<file path="config.mk">
export PLATFORM = sky130hd
export DESIGN_NAME = cla_share_arb
export DESIGN_NICKNAME = d
export VERILOG_FILES = /design/src/rtl/cla_share_arb.sv
export SDC_FILE = /design/constraint.sdc
export NUM_CORES = 1
export LEC_CHECK = 0
export CAP_MARGIN = 20
export CORE_ASPECT_RATIO = 0.9
export CORE_MARGIN = 1
export CORE_UTILIZATION = 48
export DETAILED_ROUTE_END_ITERATION = 6
export PLACE_DENSITY = 0.88
export SETUP_SLACK_MARGIN = 0.4
export SLEW_MARGIN = 20
export SYNTH_ARGS = -nofsm -noshare
export SYNTH_HDL_FRONTEND = slang
export SYNTH_SLANG_ARGS = --single-unit
</file>
<file path="constraint.sdc">
create_clock -name clk -period 5.55 [get_ports clk]
set_input_delay 0.8325 -clock clk [delete_from_list [all_inputs] [get_ports clk]]
set_output_delay 0.8325 -clock clk [all_outputs]
set_load 0.005 [all_outputs]
</file>
<file path="src/rtl/cla_share_arb.sv">
// Round-robin arbiter sharing one 32-bit carry-lookahead adder among four requesters.
// Build option: define CLA_OUT_REG_EN to insert a register stage behind the adder (+1 cycle latency).

module cla32 (
    input  logic [31:0] A,
    input  logic [31:0] B,
    output logic [31:0] S,
    output logic        Cout
);
    logic [31:0] p;
    logic [31:0] g;
    logic [7:0]  grp_p;
    logic [7:0]  grp_g;
    logic [8:0]  grp_c;

    assign p = A ^ B;
    assign g = A & B;

    // Eight 4-bit lookahead groups; group carries resolved by a second lookahead level below.
    generate
        for (genvar gi = 0; gi < 8; gi++) begin : g_grp
            logic [3:0] pp;
            logic [3:0] gg;
            logic [3:0] c;

            assign pp = p[4*gi +: 4];
            assign gg = g[4*gi +: 4];

            assign grp_p[gi] = &pp;
            assign grp_g[gi] = gg[3]
                             | (pp[3] & gg[2])
                             | (pp[3] & pp[2] & gg[1])
                             | (pp[3] & pp[2] & pp[1] & gg[0]);

            assign c[0] = grp_c[gi];
            assign c[1] = gg[0] | (pp[0] & grp_c[gi]);
            assign c[2] = gg[1] | (pp[1] & gg[0]) | (pp[1] & pp[0] & grp_c[gi]);
            assign c[3] = gg[2] | (pp[2] & gg[1]) | (pp[2] & pp[1] & gg[0])
                        | (pp[2] & pp[1] & pp[0] & grp_c[gi]);

            assign S[4*gi +: 4] = pp ^ c;
        end
    endgenerate

    always_comb begin
        grp_c[0] = 1'b0;
        for (int k = 0; k < 8; k++) begin
            grp_c[k+1] = grp_g[k] | (grp_p[k] & grp_c[k]);
        end
    end

    assign Cout = grp_c[8];
endmodule

module cla_share_arb #(
    parameter int SETTLE_CYC = 2
) (
    input  logic         clk,
    input  logic         rst_n,
    input  logic [3:0]   req,
    input  logic [127:0] op_a,
    input  logic [127:0] op_b,
    output logic [3:0]   gnt,
    output logic         rsp_valid,
    output logic [1:0]   rsp_id,
    output logic [31:0]  rsp_sum,
    output logic         rsp_cout,
    input  logic         rsp_ready,
    output logic         busy
);
    typedef enum logic [1:0] {
        IDLE   = 2'd0,
        SETTLE = 2'd1,
        RESP   = 2'd2
    } state_t;

    state_t      state_reg;
    logic [1:0]  last_reg;
    logic [1:0]  win_reg;
    logic [3:0]  cnt_reg;
    logic [31:0] a_reg;
    logic [31:0] b_reg;
    logic        rsp_valid_reg;
    logic [1:0]  rsp_id_reg;
    logic [31:0] rsp_sum_reg;
    logic        rsp_cout_reg;

    logic [1:0]  pick;
    logic        pick_vld;
    logic [31:0] add_s;
    logic        add_c;
    logic [31:0] cap_s;
    logic        cap_c;

    cla32 u_cla (
        .A    (a_reg),
        .B    (b_reg),
        .S    (add_s),
        .Cout (add_c)
    );

`ifdef CLA_OUT_REG_EN
    // The extra stage trails the operands by one cycle, so the settle count is stretched to match.
    localparam logic [3:0] CNT_LOAD = 4'(SETTLE_CYC + 1);

    logic [31:0] s_pipe_reg;
    logic        c_pipe_reg;

    always_ff @(posedge clk or negedge rst_n) begin
        if (!rst_n) begin
            s_pipe_reg <= '0;
            c_pipe_reg <= 1'b0;
        end else begin
            s_pipe_reg <= add_s;
            c_pipe_reg <= add_c;
        end
    end

    assign cap_s = s_pipe_reg;
    assign cap_c = c_pipe_reg;
`else
    localparam logic [3:0] CNT_LOAD = 4'(SETTLE_CYC);

    assign cap_s = add_s;
    assign cap_c = add_c;
`endif

    // Round-robin search starting one past the last served requester.
    always_comb begin
        logic [1:0] idx;
        pick     = 2'd0;
        pick_vld = 1'b0;
        idx      = 2'd0;
        for (int k = 1; k <= 4; k++) begin
            idx = last_reg + 2'(k);
            if (!pick_vld && req[idx]) begin
                pick     = idx;
                pick_vld = 1'b1;
            end
        end
    end

    // The grant is shown in the IDLE cycle whose closing edge commits it.
    assign gnt = (rst_n && (state_reg == IDLE) && pick_vld) ? (4'b0001 << pick) : 4'b0000;

    always_ff @(posedge clk or negedge rst_n) begin
        if (!rst_n) begin
            state_reg     <= IDLE;
            last_reg      <= 2'd3;
            win_reg       <= 2'd0;
            cnt_reg       <= '0;
            a_reg         <= '0;
            b_reg         <= '0;
            rsp_valid_reg <= 1'b0;
            rsp_id_reg    <= 2'd0;
            rsp_sum_reg   <= '0;
            rsp_cout_reg  <= 1'b0;
        end else begin
            case (state_reg)
                IDLE: begin
                    if (pick_vld) begin
                        win_reg   <= pick;
                        a_reg     <= op_a[32*pick +: 32];
                        b_reg     <= op_b[32*pick +: 32];
                        cnt_reg   <= CNT_LOAD;
                        state_reg <= SETTLE;
                    end
                end
                SETTLE: begin
                    cnt_reg <= cnt_reg - 4'd1;
                    if (cnt_reg <= 4'd1) begin
                        rsp_sum_reg   <= cap_s;
                        rsp_cout_reg  <= cap_c;
                        rsp_id_reg    <= win_reg;
                        rsp_valid_reg <= 1'b1;
                        cnt_reg       <= '0;
                        state_reg     <= RESP;
                    end
                end
                RESP: begin
                    if (rsp_ready) begin
                        rsp_valid_reg <= 1'b0;
                        last_reg      <= win_reg;
                        state_reg     <= IDLE;
                    end
                end
                default: begin
                    state_reg <= IDLE;
                end
            endcase
        end
    end

    assign rsp_valid = rsp_valid_reg;
    assign rsp_id    = rsp_id_reg;
    assign rsp_sum   = rsp_sum_reg;
    assign rsp_cout  = rsp_cout_reg;
    assign busy      = (state_reg != IDLE);
endmodule
</file>
### After elaboration in Yosys (flattened, before gate mapping)

Index checks and enable logic that the tools add are counted.

| storage, ports and cells | value |
|---|---|
| register bits after elaboration | 110 |
| input port bits | 263 |
| logic and storage cells | 279 |
| output and inout port bits | 41 |

| operators by class | value |
|---|---|
| shifts and indexed selects | 3 |
| equal/unequal tests | 5 |
| bitwise gates (word level) | 200 |
| order comparisons | 5 |
| reduce and logical (&&, ||, !) cells | 25 |
| add/subtract/negate cells | 4 |
| mux-type cells | 27 |

Operators by type and width:

| operator | count |
|---|---|
| $shiftx 128x8->32 | 2 |
| $and 1x1->1 | 114 |
| $or 1x1->1 | 76 |
| $and 32x32->32 | 1 |
| $xor 32x32->32 | 1 |
| $xor 4x4->4 | 8 |
| $reduce_and 4->1 | 7 |
| $mux 2 | 7 |
| $lt 2x3->1 const B | 4 |
| $mux 4 | 3 |
| $mux 1 | 10 |
| $bmux 1 s2 | 4 |
| $pmux 4 s2 | 1 |
| $reduce_and 2->1 | 4 |
| $ne 2x2->1 const B | 3 |
| $pmux 2 s3 | 1 |
| $reduce_and 3->1 | 2 |
| $reduce_bool 2->1 | 3 |
| $logic_and 1x1->1 | 5 |
| $add 2x2->2 const B | 2 |
| $le 4x1->1 const B | 1 |
| $shl 1x2->4 const A | 1 |
| $sub 4x1->4 const B | 1 |
| $logic_not 1->1 | 3 |
| other kinds (5) | 5 |

### Logic depth before layout (Yosys ltp)

Gate-level depths: netlist of run 1.

| depth | value |
|---|---|
| depth in word-level cells | 20 |
| gate-level depth with buffers | 12 |
| mapped depth without buffers | 12 |

### Modules after synthesis

Synthesis of run 1 repeated with hierarchy kept, for this count alone.

| second synthesis, totals | value |
|---|---|
| cells, all modules | 732 |
| area total of the unflattened synthesis | 7348.3 µm² |

Modules (own cells, without submodules):

| module | times used | cells an instance | sequential area each (µm²) | area an instance (µm²) |
|---|---|---|---|---|
| cla_share_arb | 1 | 589 | 2755.1 | 6097.1 |
| cla32 | 1 | 143 | 0.0 | 1251.2 |

### Worst setup path after synthesis of run 1

No wires, ideal clock.

| timing | value |
|---|---|
| path type | reg2reg |
| start | register a_reg[13] |
| end | register rsp_sum_reg[29], in the netlist rsp_sum[29] |
| library setup time | 0.134 ns |
| path buffers | 0 |
| stages on the path, launching flop included | 13 |
| clock period less this slack | 3.103 ns |
| data arrival time | 2.969 ns |
| setup slack | 2.447 ns |
| required time | 5.416 ns |
| path through | dfrtp_1 > ha_1 > a21oi_2 > nor2b_1 > or4_4 > a21oi_4 > o31ai_2 > o311a_1 > o21a_1 > or2_2 > fa_1 > xnor2_1 > o21ai_0 |

| on the way | value |
|---|---|
| cells in the longest elaborated chain, start to end | 14 |
| elaborated cells on any way between the ends | 19 |
| those cells by class | bitwise (18); reduce/logical (1) |

RTL lines:

| element | RTL line | source |
|---|---|---|
| from (decl) | 81 | `logic [31:0] a_reg;` |
| from (signal assigned) | 163 | `a_reg <= op_a[32*pick +: 32];` |
| $and 32x32->32 or $xor 32x32->32 (tied branches) | 17, 16 |  |
| $and 1x1->1, on equally long branches | 32, 33 |  |
| $or 1x1->1 or $and 1x1->1 (tied branches) | 32, 33 |  |
| $or 1x1->1 | 33 | `\| (pp[3] & pp[2] & pp[1] & gg[0]);` |
| $or 1x1->1 * | 48 | `grp_c[k+1] = grp_g[k] \| (grp_p[k] & grp_c[k]);` |
| $and 1x1->1 * | 48 |  |
| $or 1x1->1 * | 48 |  |
| $and 1x1->1 * | 48 |  |
| $or 1x1->1 * | 48 |  |
| $and 1x1->1 * | 48 |  |
| $or 1x1->1 * | 48 |  |
| $and 1x1->1 * | 36 | `assign c[1] = gg[0] \| (pp[0] & grp_c[gi]);` |
| $or 1x1->1 * | 36 |  |
| $xor 4x4->4 * | 41 | `assign S[4*gi +: 4] = pp ^ c;` |
| to (signal assigned) | 172 | `rsp_sum_reg <= cap_s;` |
| to (decl) | 85 | `logic [31:0] rsp_sum_reg;` |

Every way passes the cells marked *; elsewhere a longest branch is shown, timed or not.
A chain may end at the register's enable or synchronous reset.

### Final worst setup path of run 1

| timing | value |
|---|---|
| start | input port req[0] |
| end | output port gnt[2] |

| on the way | value |
|---|---|
| cells in the longest elaborated chain, start to end | 14 |
| elaborated cells on any way between the ends | 25 |
| those cells by class | shift (1); mux (17); reduce/logical (7) |

RTL lines:

| element | RTL line | source |
|---|---|---|
| from (decl) | 60 | `input logic [3:0] req,` |
| $bmux 1 s2 | 136 | `if (!pick_vld && req[idx]) begin` |
| $mux 1 (not written as such) | 136 |  |
| $mux 1 | 136 |  |
| $logic_not 1->1 | 136 |  |
| $logic_and 1x1->1 | 136 |  |
| $mux 1 | 136 |  |
| $logic_not 1->1 | 136 |  |
| $logic_and 1x1->1 | 136 |  |
| $mux 1 | 136 |  |
| $logic_not 1->1 | 136 |  |
| $logic_and 1x1->1 | 136 |  |
| $mux 2 or $mux 1 (tied branches) | 136 |  |
| $shl 1x2->4 or $logic_and 1x1->1 (tied branches) | 144 | `assign gnt = (rst_n && (state_reg == IDLE) && pick_vld) ? (4'b0001 << pick) : 4'b0000;` |
| $mux 4 * | 144 |  |
| to (decl) | 63 | `output logic [3:0] gnt,` |

Every way passes the cells marked *; elsewhere a longest branch is shown, timed or not. The select of a mux whose other input is x is not followed.

==> results of run 1 <==
==> where the power goes <==
group	switching, W	internal, W	leakage, nW	total [W]
registers	0.000344	0.00121	1.35	0.00156
logic	0.00186	0.00149	3.52	0.00335
clock network	0.000281	0.000363	0.136	0.000644
==> routing by layer <==
layer | share of wire | vias to the layer above
li1 | - | 3988
met1 | 0.45 | 3573
met2 | 0.47 | 252
met3 | 0.060 | 32
met4 | 0.019 | 0
met5 | 0 | -
==> final cells by class <==
type                       count  area share
sequential                   110      0.2537
multi-input combinational    859      0.4075
tap                          198     0.02281
inverter                      10    0.003457
clock buffer                  13     0.02304
clock inverter                 3    0.004148
timing repair buffer         312      0.2853
==> cell families (layout without fill, tap and decap cells) <==
logic type,after synthesis,in the layout,synth area share
adders and majority gates,42,42,0.07899
xor gates and xnor gates,20,20,0.02363
buffers and inverters,76,338,0.03865
muxes,3,3,0.004388
and+or+nand+nor,571,571,0.3138
DFF,110,110,0.3716
AOI/OAI and AO/OA,223,223,0.1689
==> per-stage QoR <==
step	cell area, um^2	instances	power, W	util	setup WS [ns]
floorplan	7413	1045	0.003758	-	2.447
global placement	10560	1489	0.004779	0.7103	1.708
detailed placement	10560	1489	0.004902	0.7103	1.677
CTS	10860	1505	0.005559	0.7302	1.675
global route	10860	1505	0.006109	0.7302	1.462
finish	10860	1505	0.005549	0.7302	1.647
==> critical path: cells and delay by family <==
family | cells | cell delay [ns]
and+or+nand+nor | 2 | 0.29
AOI/OAI and AO/OA | 3 | 0.58
buffers and inverters | 3 | 1.36
==> synth_stat cells, types with 8 or more instances <==
master      n  share of area
a21oi_1    18          0.012
nand3_1    68          0.046
ha_1       34          0.057
o21ai_0   161           0.11
nor2_1     17         0.0086
nand2_1   454           0.23
a21o_1     14          0.014
xnor2_1    16          0.019
clkbuf_1   62          0.031
dfrtp_1   108           0.36
inv_1      10         0.0051
fa_1        8          0.022
==> how the worst max path moves through the flow <==
stage | to | slack, ns
2_1_floorplan | rsp_sum[29] | 2.45
3_3_place_gp | gnt[2] | 1.71
3_5_place_dp | a_reg[16] | 1.68
4_1_cts | gnt[2] | 1.68
5_1_grt | gnt[2] | 1.46
6_report | gnt[2] | 1.65
==> impl_metrics.py, run 1 <==
metrics = {
    "place": {
        "dp_hpwl_um": 17430,
        "place.gp.congestion": 0.8245,
        "port_buffers": 303,
    },
    "final_layout": {
        "n_antenna_cell": 0,
        "mostFrequentLayoutCell": "nand2_1",
        "fillers": 1201,
        "drive_above_1_share": 0.03060,
        "areaGrowthSynthToFinish_pct": 46.48,
        "multi_input_area_um2": 4425,
        "final_cell_mix": "453 x nand2_1, 302 x clkdlybuf4s50_1, 161 x o21ai_0, 108 x dfrtp_1, 68 x nand3_1",
        "seq_area_um2": 2755,
        "nets": 1607,
    },
    "setup_path": {
        "reg2reg_depth": 12,
        "path_max_fanout": 35,
        "cp-start-kind": "input port",
        "crit_chain": "clkdlybuf4s50_1, o21ai_1, o21ai_0, a211oi_4, buf_4, nand3_1, nor2_1, clkdlybuf4s50_1",
        "critical_path.slowest_cell": "clkdlybuf4s50_1",
        "regToRegStartpoint": "a_reg[9]",
        "worstSetupPathType": "input port to primary output",
        "cp-startpoint": "req[0]",
        "slowest_delay_ns": 0.51,
        "reg2reg_to": "rsp_sum[29]",
        "worst_path_most_repeated_cell": "clkdlybuf4s50_1",
        "required_ns": 4.72,
        "crit_path_end_kind": "primary output",
        "critPathArrivalTime_ns": 3.07,
        "ff2ff_setup_slack_ns": 2.07,
    },
    "status": {
        "outcome": "complete, no violations",
    },
    "min_path": {
        "holdCritPathClass": "flip-flop to flip-flop",
        "worstHoldPathCells": 2,
        "min_to": "rsp_id[0]",
        "hold_start": "rsp_id[0]",
    },
    "synth": {
        "seq_area_frac_synth": 0.3716,
        "syn_inst": 1045,
        "yosysWarnings": 0,
        "async_reset_ff_frac": 1.000,
        "synth_area_um2": 7413,
        "syn_avg_cell_area_um2": 7.094,
        "ys.flop_type": "dfrtp_1",
        "syn-num-nets": 1350,
        "ys_ff_latch": 110,
        "synth-edff-count": 0,
        "ys_types": 52,
    },
    "job": {
        "maxCapViolations": 0,
    },
    "power_and_ir_drop": {
        "peakVddDrop_v": 0.0003696,
        "power_density_nw_per_um2": 511.0,
        "power.leakage_nw": 5.005,
    },
    "route": {
        "wl_um": 22480,
        "wire_per_inst_um": 14.94,
        "postRouteAntennaNets": 0,
        "drtIter0Drc": 410,
        "drt_pass1_iterations": 5,
        "vias_per_cell": 5.213,
        "drcViolationCount": 0,
        "num_vias": 7845,
    },
    "sta": {
        "drv_slew": 0,
        "rsz0062_at_grt": "no",
        "finalSetupTns_ns": 0,
        "timing.hold.ws_ns": 0.4772,
        "slew_headroom": 0.3837,
        "hold_viol_final": 0,
        "min_period_ns": 3.903,
        "skew_ns": 0.006859,
        "fin_crit_sh": 0.7033,
        "setup_viol": 0,
        "max_freq_mhz": 256.2,
        "worst_pin_slew_ns": 0.9245,
    },
    "floorplanning": {
        "dieWidth_um": 133,
        "io_pins": 304,
        "start_util": 0.4985,
        "die_area_um2": 15950,
        "die_h_um": 119.9,
        "rows": 42,
        "fp.coreArea_um2": 14870,
    },
    "clock_tree": {
        "path_clk_slew_ns": 0.07,
        "tritoncts": "yes",
        "ctsResizeCount": 0,
        "htreeDepth": 3,
        "holdBufCountCts": 0,
        "clock_path_buffers": 2,
        "clk_latency_ns": 0.34,
        "cts_buffers": 9,
        "cts_setup_buffers": 0,
        "clock-sinks": 110,
        "root_buffer": "clkbuf_16",
    },
    "global_route": {
        "gr-usage-met1": 0.3860,
        "grt_pass1_vias": 7761,
        "antenna_found_initial": 0,
        "grt_usage": 0.2934,
        "grt.overflow.total": 0,
        "grt.busiest_layer": "met2",
        "grt_util_met2": 0.4961,
        "grt_max_degree": 105,
        "grt_pass1_wl_um": 37200,
        "grt.met3_usage": 0.05281,
    },
}
No activity file was read; power rests on OpenSTA's default activity.
==> run 2, diff against run 1 <==
--- a/config.mk
+++ b/config.mk
@@ -8,9 +8,9 @@
 export CAP_MARGIN = 20
 export CORE_ASPECT_RATIO = 0.9
 export CORE_MARGIN = 1
-export CORE_UTILIZATION = 48
+export CORE_UTILIZATION = 40
 export DETAILED_ROUTE_END_ITERATION = 6
-export PLACE_DENSITY = 0.88
+export PLACE_DENSITY = 0.78
 export SETUP_SLACK_MARGIN = 0.4
 export SLEW_MARGIN = 20
 export SYNTH_ARGS = -nofsm -noshare
==> constraint.sdc (replaced) <==
create_clock -name clk -period 3.5 [get_ports clk]
set_input_delay 0.525 -clock clk [delete_from_list [all_inputs] [get_ports clk]]
set_output_delay 0.525 -clock clk [all_outputs]
set_load 0.005 [all_outputs]
==> run 2 against run 1 <==
Register-to-register slack worse by 1.7 ns. Setup slack worse by 1.2 ns. Critical path depth is 4 higher.
==> impl_metrics.py, run 2 (synthesized netlist as in run 1, its figures left out) <==
metrics = {
    "status": {
        "outcome": "complete, no violations",
    },
    "sta": {
        "timing.hold.ws_ns": 0.1268,
        "max_freq_mhz": 322.7,
        "finalSetupTns_ns": 0,
        "fin_crit_sh": 0.8853,
        "rsz0062_at_grt": "yes",
        "skew_ns": 0.009074,
        "fin_ws_ns": 0.4014,
        "setup_viol": 0,
        "min_period_ns": 3.099,
        "drv_slew": 0,
        "slew_headroom": 0.3819,
        "hold_viol_final": 0,
        "worst_pin_slew_ns": 0.9271,
    },
    "setup_path": {
        "reg2reg_depth": 12,
        "crit_path_end_kind": "flip-flop",
        "cp-endpoint": "rsp_sum[29]",
        "required_ns": 3.74,
        "ff2ff_setup_slack_ns": 0.40,
        "cp-start-kind": "flip-flop",
        "critPathArrivalTime_ns": 3.34,
        "regToRegStartpoint": "a_reg[11]",
        "path_max_fanout": 4,
        "cp-startpoint": "a_reg[11]",
        "reg2reg_to": "rsp_sum[29]",
        "worstSetupPathType": "flip-flop to flip-flop",
    },
    "clock_tree": {
        "htreeDepth": 3,
        "clock-sinks": 110,
        "path_clk_slew_ns": 0.08,
        "holdBufCountCts": 0,
        "root_buffer": "clkbuf_16",
        "cts_buffers": 9,
        "tritoncts": "yes",
        "clk_latency_ns": 0.35,
        "clock_path_buffers": 2,
    },
    "final_layout": {
        "final_cell_mix": "453 x nand2_1, 302 x clkdlybuf4s50_1, 158 x o21ai_0, 108 x dfrtp_1, 68 x nand3_1",
        "finish.utilization": 0.6257,
        "final_cells": 1566,
        "drive_above_1_share": 0.05585,
        "areaGrowthSynthToFinish_pct": 51.07,
        "mostFrequentLayoutCell": "nand2_1",
        "nets": 1625,
    },
    "power_and_ir_drop": {
        "comb_power_share": 0.637,
        "pwr-share-clk": 0.107,
        "power.leakage_nw": 5.117,
        "switchingPower_w": 0.004343,
        "seqPwrFrac": 0.256,
        "switching_share": 0.4577,
        "internal_power_w": 0.005146,
        "peakVddDrop_v": 0.0003509,
        "power_density_nw_per_um2": 847.3,
    },
    "global_route": {
        "grt_pass1_vias": 7469,
        "antenna_found_initial": 1,
        "grt.overflow.total": 0,
        "grt_max_degree": 85,
        "grt_usage": 0.2513,
        "grt_pass1_wl_um": 38540,
    },
    "floorplanning": {
        "die_h_um": 131.2,
        "io_pins": 304,
        "die_area_um2": 19080,
        "fp.coreArea_um2": 17900,
        "dieWidth_um": 145.5,
        "start_util": 0.4142,
        "rows": 46,
    },
    "route": {
        "num_vias": 7837,
        "vias_per_cell": 5.004,
        "wl_um": 23950,
        "wire_per_inst_um": 15.29,
        "postRouteAntennaNets": 0,
        "drtIter0Drc": 412,
        "drcViolationCount": 0,
        "drt_pass1_iterations": 4,
    },
    "min_path": {
        "holdCritPathClass": "input port to asynchronous set/reset pin",
    },
    "job": {
        "maxCapViolations": 0,
    },
    "place": {
        "port_buffers": 303,
        "dp_hpwl_um": 18560,
        "post-place-ws_ns": 0.1607,
        "place.gp.congestion": 0.9033,
        "dp.cells": 1537,
    },
}
==> run 2: critical path: stages (launching register included) <==
cell,delay (ns)
dfrtp_1,0.42
ha_4,0.27
a21oi_2,0.13
o21ai_1,0.09
or4_4,0.43
a21oi_4,0.18
o31ai_4,0.08
o311a_1,0.32
o21a_1,0.21
or2_4,0.23
fa_2,0.36
xnor2_2,0.18
o21ai_1,0.09
==> run 2: worst min-delay path by stage <==
| stage | endpoint | cells after the start | slack [ns] | from |
|---|---|---|---|---|
| 4_1_cts | rsp_sum[5] | 1 | 0.14 | rst_n |
| 5_1_grt | rsp_sum[23] | 1 | 0.16 | rst_n |
| 3_3_place_gp | rsp_id[1] | 2 | 0.46 | rsp_id[1] |
| 3_5_place_dp | rsp_id[1] | 2 | 0.46 | rsp_id[1] |
| 2_1_floorplan | a_reg[0] | 0 | 0.23 | rst_n |
| 6_report | rsp_sum[23] | 1 | 0.13 | rst_n |
==> run 2: power groups by stage <==
| stage | registers [W] | clock network, W | logic, W |
|---|---|---|---|
| finish | 0.00242 | 0.00102 | 0.00605 |
| global route | 0.00250 | 0.00107 | 0.00675 |
| floorplan | 0.00230 | 0 | 0.00368 |
| detailed placement | 0.00243 | 0 | 0.00568 |
| CTS | 0.00242 | 0.00102 | 0.00592 |
| global placement | 0.00238 | 0 | 0.00556 |
==> run 2: per-layer routing <==
layer | track usage | vias to the layer above | wire length [um]
met3 | 0.05243 | 33 | 1478
met5 | 0 | - | 0
met4 | 0.06082 | 0 | 449
met2 | 0.3966 | 252 | 10740
met1 | 0.3510 | 3522 | 11290
li1 | - | 4030 | -
==> run 2: area by class of cell <==
cell class / count / area (um^2)
fill: 1581 / 6700
clock buffer: 9 / 225.2
tap: 240 / 300.3
timing repair buffer: 330 / 3283
clock inverter: 7 / 63.81
multi-input combinational: 859 / 4532
antenna: 1 / 2.502
inverter: 10 / 37.54
sequential: 110 / 2755
==> run 2: per-stage QoR <==
| stage | power, W | instance area (um^2) |
|---|---|---|
| after floorplan | 0.005977 | 7426 |
| after global placement | 0.007944 | 10720 |
| after detailed placement | 0.008103 | 10720 |
| after CTS | 0.009356 | 11140 |
| after global routing | 0.01033 | 11200 |
| final | 0.009489 | 11200 |
==> run 2: what timing repair did <==
item,in CTS,in global routing
resized for setup,13,4
setup endpoints to repair,2,6
pin swaps,6,11
setup buffers,7,5
==> run 3, diff against run 2 <==
--- a/config.mk
+++ b/config.mk
@@ -6,7 +6,7 @@
 export NUM_CORES = 1
 export LEC_CHECK = 0
 export CAP_MARGIN = 20
-export CORE_ASPECT_RATIO = 0.9
+export CORE_ASPECT_RATIO = 0.5
 export CORE_MARGIN = 1
 export CORE_UTILIZATION = 40
 export DETAILED_ROUTE_END_ITERATION = 6
==> run 3 against run 2 <==
Sequential power is 2% higher. Via count is 2.6% higher. Total power is 1.6% higher. Cell area is 0.18% higher. Non-clock buffer count is 1 lower. Routed wire length is 3.4% higher. Count of clock-buffer cells in the layout stayed put. Die area is 0.17% higher. Register-to-register slack better by 0.06 ns. Combinational power is 2% higher. Setup slack better by 0.058 ns. Worst hold slack better by 0.35 ns. Critical path type unchanged.
==> impl_metrics.py, run 3 (synthesized netlist as in run 1, its figures left out) <==
metrics = {
    "status": {
        "outcome": "complete, no violations",
    },
    "floorplanning": {
        "rows": 34,
        "die_h_um": 98.27,
        "io_pins": 304,
        "dieWidth_um": 194.5,
        "die_area_um2": 19120,
        "fp.coreArea_um2": 17740,
        "start_util": 0.4179,
    },
    "clock_tree": {
        "cts_buffers": 9,
        "clock-sinks": 110,
        "root_buffer": "clkbuf_16",
        "tritoncts": "yes",
        "clock_path_buffers": 2,
        "path_clk_slew_ns": 0.08,
        "clk_latency_ns": 0.36,
        "htreeDepth": 3,
    },
    "setup_path": {
        "crit_chain": "ha_4, a21oi_2, o21ai_2, or4_4, a21oi_4, o31ai_4, o311a_1, o21a_1, or2_4, fa_2, nand2_1, nand2_1",
        "critPathArrivalTime_ns": 3.34,
        "cp-start-kind": "flip-flop",
        "worstSetupPathType": "flip-flop to flip-flop",
        "critical_path.slowest_cell": "fa_2",
        "crit_path_end_kind": "flip-flop",
        "required_ns": 3.80,
        "path_max_fanout": 2,
        "worst_path_most_repeated_cell": "nand2_1",
        "slowest_delay_ns": 0.51,
    },
    "final_layout": {
        "areaGrowthSynthToFinish_pct": 51.34,
        "nets": 1624,
        "mostFrequentLayoutCell": "nand2_1",
        "final_cell_mix": "453 x nand2_1, 302 x clkdlybuf4s50_1, 158 x o21ai_0, 108 x dfrtp_1, 68 x nand3_1",
        "drive_above_1_share": 0.05514,
        "n_antenna_cell": 0,
        "finish.utilization": 0.6325,
        "fin_area_um2": 11220,
    },
    "sta": {
        "worst_pin_slew_ns": 0.8921,
        "setup_viol": 0,
        "rsz0062_at_grt": "yes",
        "hold_viol_final": 0,
        "min_period_ns": 3.041,
        "drv_slew": 0,
        "fin_crit_sh": 0.8688,
        "finalSetupTns_ns": 0,
        "skew_ns": 0.009960,
        "max_freq_mhz": 328.9,
        "slew_headroom": 0.4053,
    },
    "global_route": {
        "grt_usage": 0.2569,
        "grt_pass1_wl_um": 38830,
        "antenna_found_initial": 1,
        "grt_pass1_vias": 7627,
        "grt_max_degree": 133,
        "grt.overflow.total": 0,
    },
    "power_and_ir_drop": {
        "peakVddDrop_v": 0.0004847,
        "power_density_nw_per_um2": 859.0,
        "totalPowerFinal_w": 0.009638,
        "power.leakage_nw": 5.129,
    },
    "job": {
        "maxCapViolations": 0,
    },
    "min_path": {
        "holdCritPathClass": "flip-flop to flip-flop",
    },
    "route": {
        "wl_um": 24760,
        "wire_per_inst_um": 15.89,
        "drcViolationCount": 0,
        "postRouteAntennaNets": 0,
        "drtIter0Drc": 417,
        "num_vias": 8041,
        "vias_per_cell": 5.161,
        "drt_pass1_iterations": 5,
    },
    "place": {
        "placed_area_um2": 10730,
        "place.gp.congestion": 0.8906,
        "port_buffers": 303,
        "dp_hpwl_um": 19150,
    },
}
[run 3: area by class of cell]
cell class	instances	area [um^2]
Timing Repair Buffer	329	3303
Multi-Input combinational cell	859	4539
Inverter	10	37.54
Fill cell	1540	6520
Clock buffer	9	225.2
Sequential cell	110	2755
Tap cell	234	292.8
Clock inverter	7	66.31
[run 3: stage by stage]
| stage | hold slack (ns) | setup WS, ns | std cells |
|---|---|---|---|
| detailed placement | 0.3393 | 0.1829 | 1529 |
| finish | 0.4771 | 0.4592 | 1558 |
| CTS | 0.4857 | 0.4107 | 1554 |
| global route | 0.5106 | 0.3685 | 1558 |
| global placement | 0.3403 | 0.1720 | 1529 |
| floorplan | 0.2294 | 0.4129 | 1045 |
[run 3: path summary, 6_finish.rpt]
check | slack, ns | cells past startpoint | start | endpoint
max | 0.46 | 12 | b_reg[9] | rsp_sum[28]
min | 0.48 | 2 | rsp_sum[14] | rsp_sum[14]
max reg2reg | 0.46 | 12 | b_reg[9] | rsp_sum[28]
min reg2reg | 0.48 | 2 | rsp_sum[14] | rsp_sum[14]
max in group asynchronous | 1.90 | 3 | rst_n | b_reg[11]
min in group asynchronous | 0.52 | 2 | rst_n | rsp_sum[25]
[run 3: critical path, delay by kind of cell, from the launching register on]
family	cells	cell delay, ns
and+or+nand+nor	4	0.76
AOI/OAI and AO/OA	6	1.04
DFF	1	0.41
adders and majority gates	2	0.77
[run 3: power breakdown]
part	total, W	internal, W	switching, W
clock network	0.00101	0.000501	0.000508
registers	0.00247	0.00192	0.000549
logic	0.00616	0.00273	0.00343
[run 3: per-layer routing]
layer / routed length, um / track usage
met1: 11710 / 0.3635
met2: 11180 / 0.4081
met3: 1540 / 0.05181
met4: 333 / 0.05189
met5: 0 / 0
[run 3: repair_timing]
action	CTS	global route
setup buffers	8	4
gates resized for setup	15	4
gates cloned	0	0
endpoints found under the setup margin	2	6
pin swaps	11	8
endpoints found under the hold margin	2	0
hold buffers	1	0
